File: config.mk
export PLATFORM = sky130hd
export DESIGN_NAME = register_file
export DESIGN_NICKNAME = d
export VERILOG_FILES = /design/src/rtl/register_file.sv
export SDC_FILE = /design/constraint.sdc
export NUM_CORES = 2
export LEC_CHECK = 0
export ABC_AREA = 1
export BUFFER_PORTS_ARGS = -buffer_cell sky130_fd_sc_hd__buf_2
export CAP_MARGIN = 20
export CORE_UTILIZATION = 30
export DETAILED_ROUTE_END_ITERATION = 10
export PLACE_DENSITY_LB_ADDON = 0.2
export SYNTH_ARGS = -nofsm -noshare
export SYNTH_HDL_FRONTEND = slang
export SYNTH_SLANG_ARGS = --single-unit
File: constraint.sdc
create_clock -name clk -period 1.98 [get_ports clk]
set_input_delay 0.099 -clock clk [delete_from_list [all_inputs] [get_ports clk]]
set_output_delay 0.099 -clock clk [all_outputs]
set_load 0.01 [all_outputs]
File: src/rtl/register_file.sv
// 32 x 32 integer register file: two combinational read ports, one synchronous
// write port, x0 hardwired to zero, same-cycle write-to-read bypass.
module register_file #(
   parameter int NUM_REGS = 32,
   parameter int DATA_W   = 32,
   parameter int ADDR_W   = 5
) (
   input  logic              clk,
   input  logic              nRst,
   input  logic              en,
   input  logic              reg_write,
   input  logic [ADDR_W-1:0] rd,
   input  logic [DATA_W-1:0] write_data,
   input  logic [ADDR_W-1:0] rs1,
   input  logic [ADDR_W-1:0] rs2,
   output logic [DATA_W-1:0] rda,
   output logic [DATA_W-1:0] rdb
);

   logic [DATA_W-1:0] regs [NUM_REGS];
   logic              write_fire;

   // A write to x0 is dropped here so neither storage nor bypass ever sees it.
   assign write_fire = en && reg_write && (rd != '0);

   // NOTE: the storage array is reset on purpose -- registers must read 0 after
   // reset, so every entry needs the async clear, unlike a RAM macro.
   always_ff @(posedge clk or negedge nRst) begin
      if (!nRst) begin
         for (int i = 0; i < NUM_REGS; i++) begin
            // NOTE: non-blocking for all sequential state, so every flop
            // samples pre-edge values regardless of process ordering.
            regs[i] <= '0;
         end
      end else if (write_fire) begin
         regs[rd] <= write_data;
      end
   end

   // Reads: reset forces 0, then x0, then the bypass, then storage.
   always_comb begin
      // NOTE: defaults first so every path assigns the outputs -- no latches.
      rda = '0;
      rdb = '0;
      if (nRst) begin
         if (rs1 != '0) begin
            rda = (write_fire && (rd == rs1)) ? write_data : regs[rs1];
         end
         if (rs2 != '0) begin
            rdb = (write_fire && (rd == rs2)) ? write_data : regs[rs2];
         end
      end
   end

endmodule

**Yosys cells after proc, flatten, opt, wreduce, memory -nomap -nowiden**

Cells that the tools add are included.

- Flip-flop bits (word level): 1024
- Word-level logic and storage cells: 64

- Magnitude comparators: 4
- Eq/ne operators: 2
- Multiplexer cells: 15
- Bitwise gates (word level): 3
- Reductions and logical operators: 8

Operators by type and width:

| cell | count |
|---|---|
| $bwmux 1024 | 1 |
| $mux 32 | 11 |
| $bmux 32 s5 | 2 |
| $demux 32 s5 | 1 |
| $ge 6x6->1 const B | 3 |
| $not 5->6 | 3 |
| $reduce_bool 5->1 | 3 |
| $eq 5x5->1 | 2 |
| $lt 6x1->1 const B | 1 |
| $logic_and 1x1->1 | 5 |

**Longest topological paths before layout**

- Depth after elaboration: 7
- Mapped depth: 14
- Depth with buffers taken out: 11

**Least setup slack after synthesis**

Ideal clock, no wire load.

- Kind: in2out
- Start point: input port rd[3]
- End point: output port rdb[0]
- Data arrival time: 1547 ps
- Data required time: 1881 ps
- Setup slack: 334 ps
- Stages: 12
- Cells stage by stage: buf_4 inv_2 nand2_2 nor2_2 nand2_2 nand2_4 inv_4 buf_2 buf_2 nand3_1 nand2_1 a21oi_1

- Word-level cells in the longest chain between the ends: 6
- Elaborated cells on any way between the ends: 7
- Those cells by class: eq/ne: 1; mux: 3; reduce/logical: 3

RTL lines:

| item | line | text |
|---|---|---|
| start: declaration | 12 | `input logic [ADDR_W-1:0] rd,` |
| $reduce_bool 5->1 | 24 | `assign write_fire = en && reg_write && (rd != '0);` |
| $logic_and 1x1->1 | 24 |  |
| $logic_and 1x1->1 (*) | 50 | `rdb = (write_fire && (rd == rs2)) ? write_data : regs[rs2];` |
| $mux 32 (*) | 50 |  |
| $mux 32 (*) | 49 | `if (rs2 != '0) begin` |
| $mux 32 (*) | 45 | `if (nRst) begin` |
| end: declaration | 17 | `output logic [DATA_W-1:0] rdb` |

Every way passes the cells marked *; elsewhere a longest branch is shown, timed or not.

**Worst setup path after layout**

- Start point: register regs[237] (netlist bit)
- End point: output port rda[13]

- Word-level cells in the longest chain between the ends: 6

RTL lines:

| item | line | text |
|---|---|---|
| start: declaration | 20 | `logic [DATA_W-1:0] regs [NUM_REGS];` |
| start signal: indexed assignment | 36 | `regs[rd] <= write_data;` |
| $bmux 32 s5 | 47 | `rda = (write_fire && (rd == rs1)) ? write_data : regs[rs1];` |
| $mux 32 (not written as such) (2 in a row) | 47 |  |
| $mux 32 | 47 |  |
| $mux 32 | 46 | `if (rs1 != '0) begin` |
| $mux 32 | 45 |  |
| end: declaration | 16 | `output logic [DATA_W-1:0] rda,` |

Every way passes these cells. The select of a mux whose other input is x is not followed.

==> results.toml <==
[final_layout]
multi_input_area_um2 = 31440
regMostFlops = "regs"
final_util_pct = 38.08
largest_register_ffs = 1024
final_layout_size_suffix_gt1_share_pct = 19.08
syn2layout_area_growth_pct = 25.83
fin_cells = 12200
final_common_cell = "nand2_1"
stdcell_area_um2 = 77120
seqCellArea_um2 = 25620
reg_top3 = "regs (1024)"
n_fill_cell = 21090
mostFrequentLayoutCells = "3412 x nand2_1, 1251 x nand3_1, 1024 x dfrtp_1"
antennaDiodeCount = 0
fin_nets = 9487

[worst_setup_path]
crit_path_frequent_cell = "nand3_2"
worst-path-buf-inv = 2
cp_data_required_time_ns = 1.88
crit_path_cell_trace = "buf_4 > o211ai_1 > nand3_1 > nand3_2 > nand3_2 > nand2_4 > a21oi_4 > buf_6"
slowest_stage = "dfrtp_1"
crit_arrival_ns = 2.20
endpoint_kind = "primary output"
worstPathMaxFanout = 3
slowest_delay_ns = 0.37
cp-start-kind = "flip-flop"
path_class = "flip-flop to primary output"
path_delay_family = "compound AO/OA/AOI/OAI gates"

[logic_synthesis]
synth.distinct_cells = 31
yosysWarnings = 0
async_reset_ff_share_pct = 100.0
syn-instance-count = 9321
synth_edf_count = 0
seq_area_frac_synth_pct = 41.81
syn_nets = 9372
synth_seq_cells = 1024
ys.flop_type = "dfrtp_1"
postSynthAreaPerCell_um2 = 6.575
syn-cell-area_um2 = 61290

[placement]
port_buffers = 114
placed_area_um2 = 68930
pre_cts_ws_ns = -0.3328
dp_cells = 11860
place_congestion = 0.9005
hpwlAfterDp_um = 171600

[floorplanning]
pin_count = 115
coreArea_um2 = 202500
die_h_um = 454.0
die_w_um = 454.0
die_area_um2 = 206100
initial_core_util_pct = 30.26
rows = 165

[sta]
hold_violations = 0
tightest_slew_ns = 0.9758
fin_skew_ns = 0
setup_viol_count_final = 64
rsz0062_at_grt = "yes"
layout_worst_path_cycle_share_pct = 116.3
final.setup.tns_ns = -12.21
worst_slack_ns = -0.3233
max_slew_margin_pct = 34.95
whs_ns = 0.05347
min_period_ns = 2.303
drv_slew = 0
max_freq_ghz = 0.4342

[detailed_routing]
wl_per_cell_um = 22.21
vias = 63040
drt_drc_violations_left = 0
drt_iter0_drc = 6921
ant_nets = 0
routed_wl_um = 270900
first_pass_iters = 6
viasPerCell = 5.169

[grt]
track_usage_pct = 25.83
grt_pass1_vias = 60210
grt_max_degree = 164
grt_pass1_wl_um = 400600
grt_overflow_total = 0
antenna_found_initial = 6

[cts]
cts_tree = "yes"
root_buffer = "clkbuf_16"
cts_buffers = 116
cts.reportedPaths.clkPinSlew_ns = 0.06
clock_sinks = 1024
h-tree-depth = 3
clock_path_buffers = 3
worstSkewPairLatency_ns = 0.75

[run]
cap_viol_max_count = 0

[pwr]
power_density_nw_per_um2 = 807.9
finalPower_mw = 62.31
vdd_ir_drop_max_uv = 754.5
p_leak_nw = 39.17

[status]
failed_checks = "setup timing"
status = "complete, but fails checks"

[hold_path]
hold_class = "input port to flip-flop"
==> cells in the mapped netlist (10+ instances only) <==
master	instances	share of area [%]
a21oi_1	47	0.38
nand2_2	12	0.12
nor3_1	16	0.13
nand2_1	3513	22
clkbuf_1	538	3.3
o21ai_2	31	0.44
inv_1	1059	6.5
o21ai_1	206	1.7
o21ai_0	815	6.7
nand3_1	1625	13
buf_1	73	0.45
nand2_4	13	0.24
dfrtp_1	1024	42
buf_6	17	0.31
or2_2	10	0.10
nor2_1	47	0.29
o211ai_1	81	0.99
buf_2	146	1.2
==> cells by family after synthesis <==
group,synth area share (%)
simple gates,35.97
compound gates,10.16
xor+xnor,0.1429
buf+inv,11.92
flops,41.81
==> metal layers <==
layer | wire, um | share of wire, % | GRT usage, % | vias up
met5 | 0 | 0 | 0 | -
met4 | 13140 | 4.9 | 11.55 | 0
met3 | 18520 | 6.8 | 2.978 | 607
met2 | 124600 | 46 | 42.24 | 2616
met1 | 114600 | 42 | 34.16 | 30270
li1 | - | - | - | 29560
==> path summary, 6_finish.rpt <==
kind,startpoint,end,slack [ns],depth (start not counted)
worst max-delay path,regs[237]$_DFFE_PN0P_,rda[13],-0.32,8
worst min-delay path,reg_write,regs[249]$_DFFE_PN0P_,0.05,7
worst max register to register,regs[887]$_DFFE_PN0P_,regs[887]$_DFFE_PN0P_,1.07,4
worst min register to register,regs[1011]$_DFFE_PN0P_,regs[1011]$_DFFE_PN0P_,0.38,0
max in group asynchronous,nRst,regs[630]$_DFFE_PN0P_,0.37,4
min in group asynchronous,nRst,regs[69]$_DFFE_PN0P_,0.39,3
==> where the power goes <==
group | switching (mW) | internal, mW | leakage [nW]
Combinational | 9.03 | 5.33 | 23.5
Sequential | 1.58 | 23.6 | 13.7
Clock | 9.48 | 13.3 | 1.93
==> worst min-delay path, cell delays in order <==
cell,delay (ns)
buf_2,0.09
nand2_1,0.05
inv_1,0.07
nand2_4,0.09
inv_4,0.06
nand4_4,0.18
o21ai_0,0.10
==> timing repair <==
item                                    in CTS  in global routing
endpoints found under the hold margin     1341                  0
hold buffers                                23                  0
resized for setup                          415                545
endpoints found under the setup margin      64                 64
buffers inserted                            28                 99
pin swaps                                  215                340
==> final cells by class <==
class                   instances  area share (%)
flip-flops and latches       1024           33.23
repair buffers                781           11.29
well taps                    2672           4.335
inverters                    1070           5.270
multi-input cells            6443           40.77
clock inverters                41          0.6685
clock buffers                 166           4.441
No activity file was read; power rests on OpenSTA's default activity.
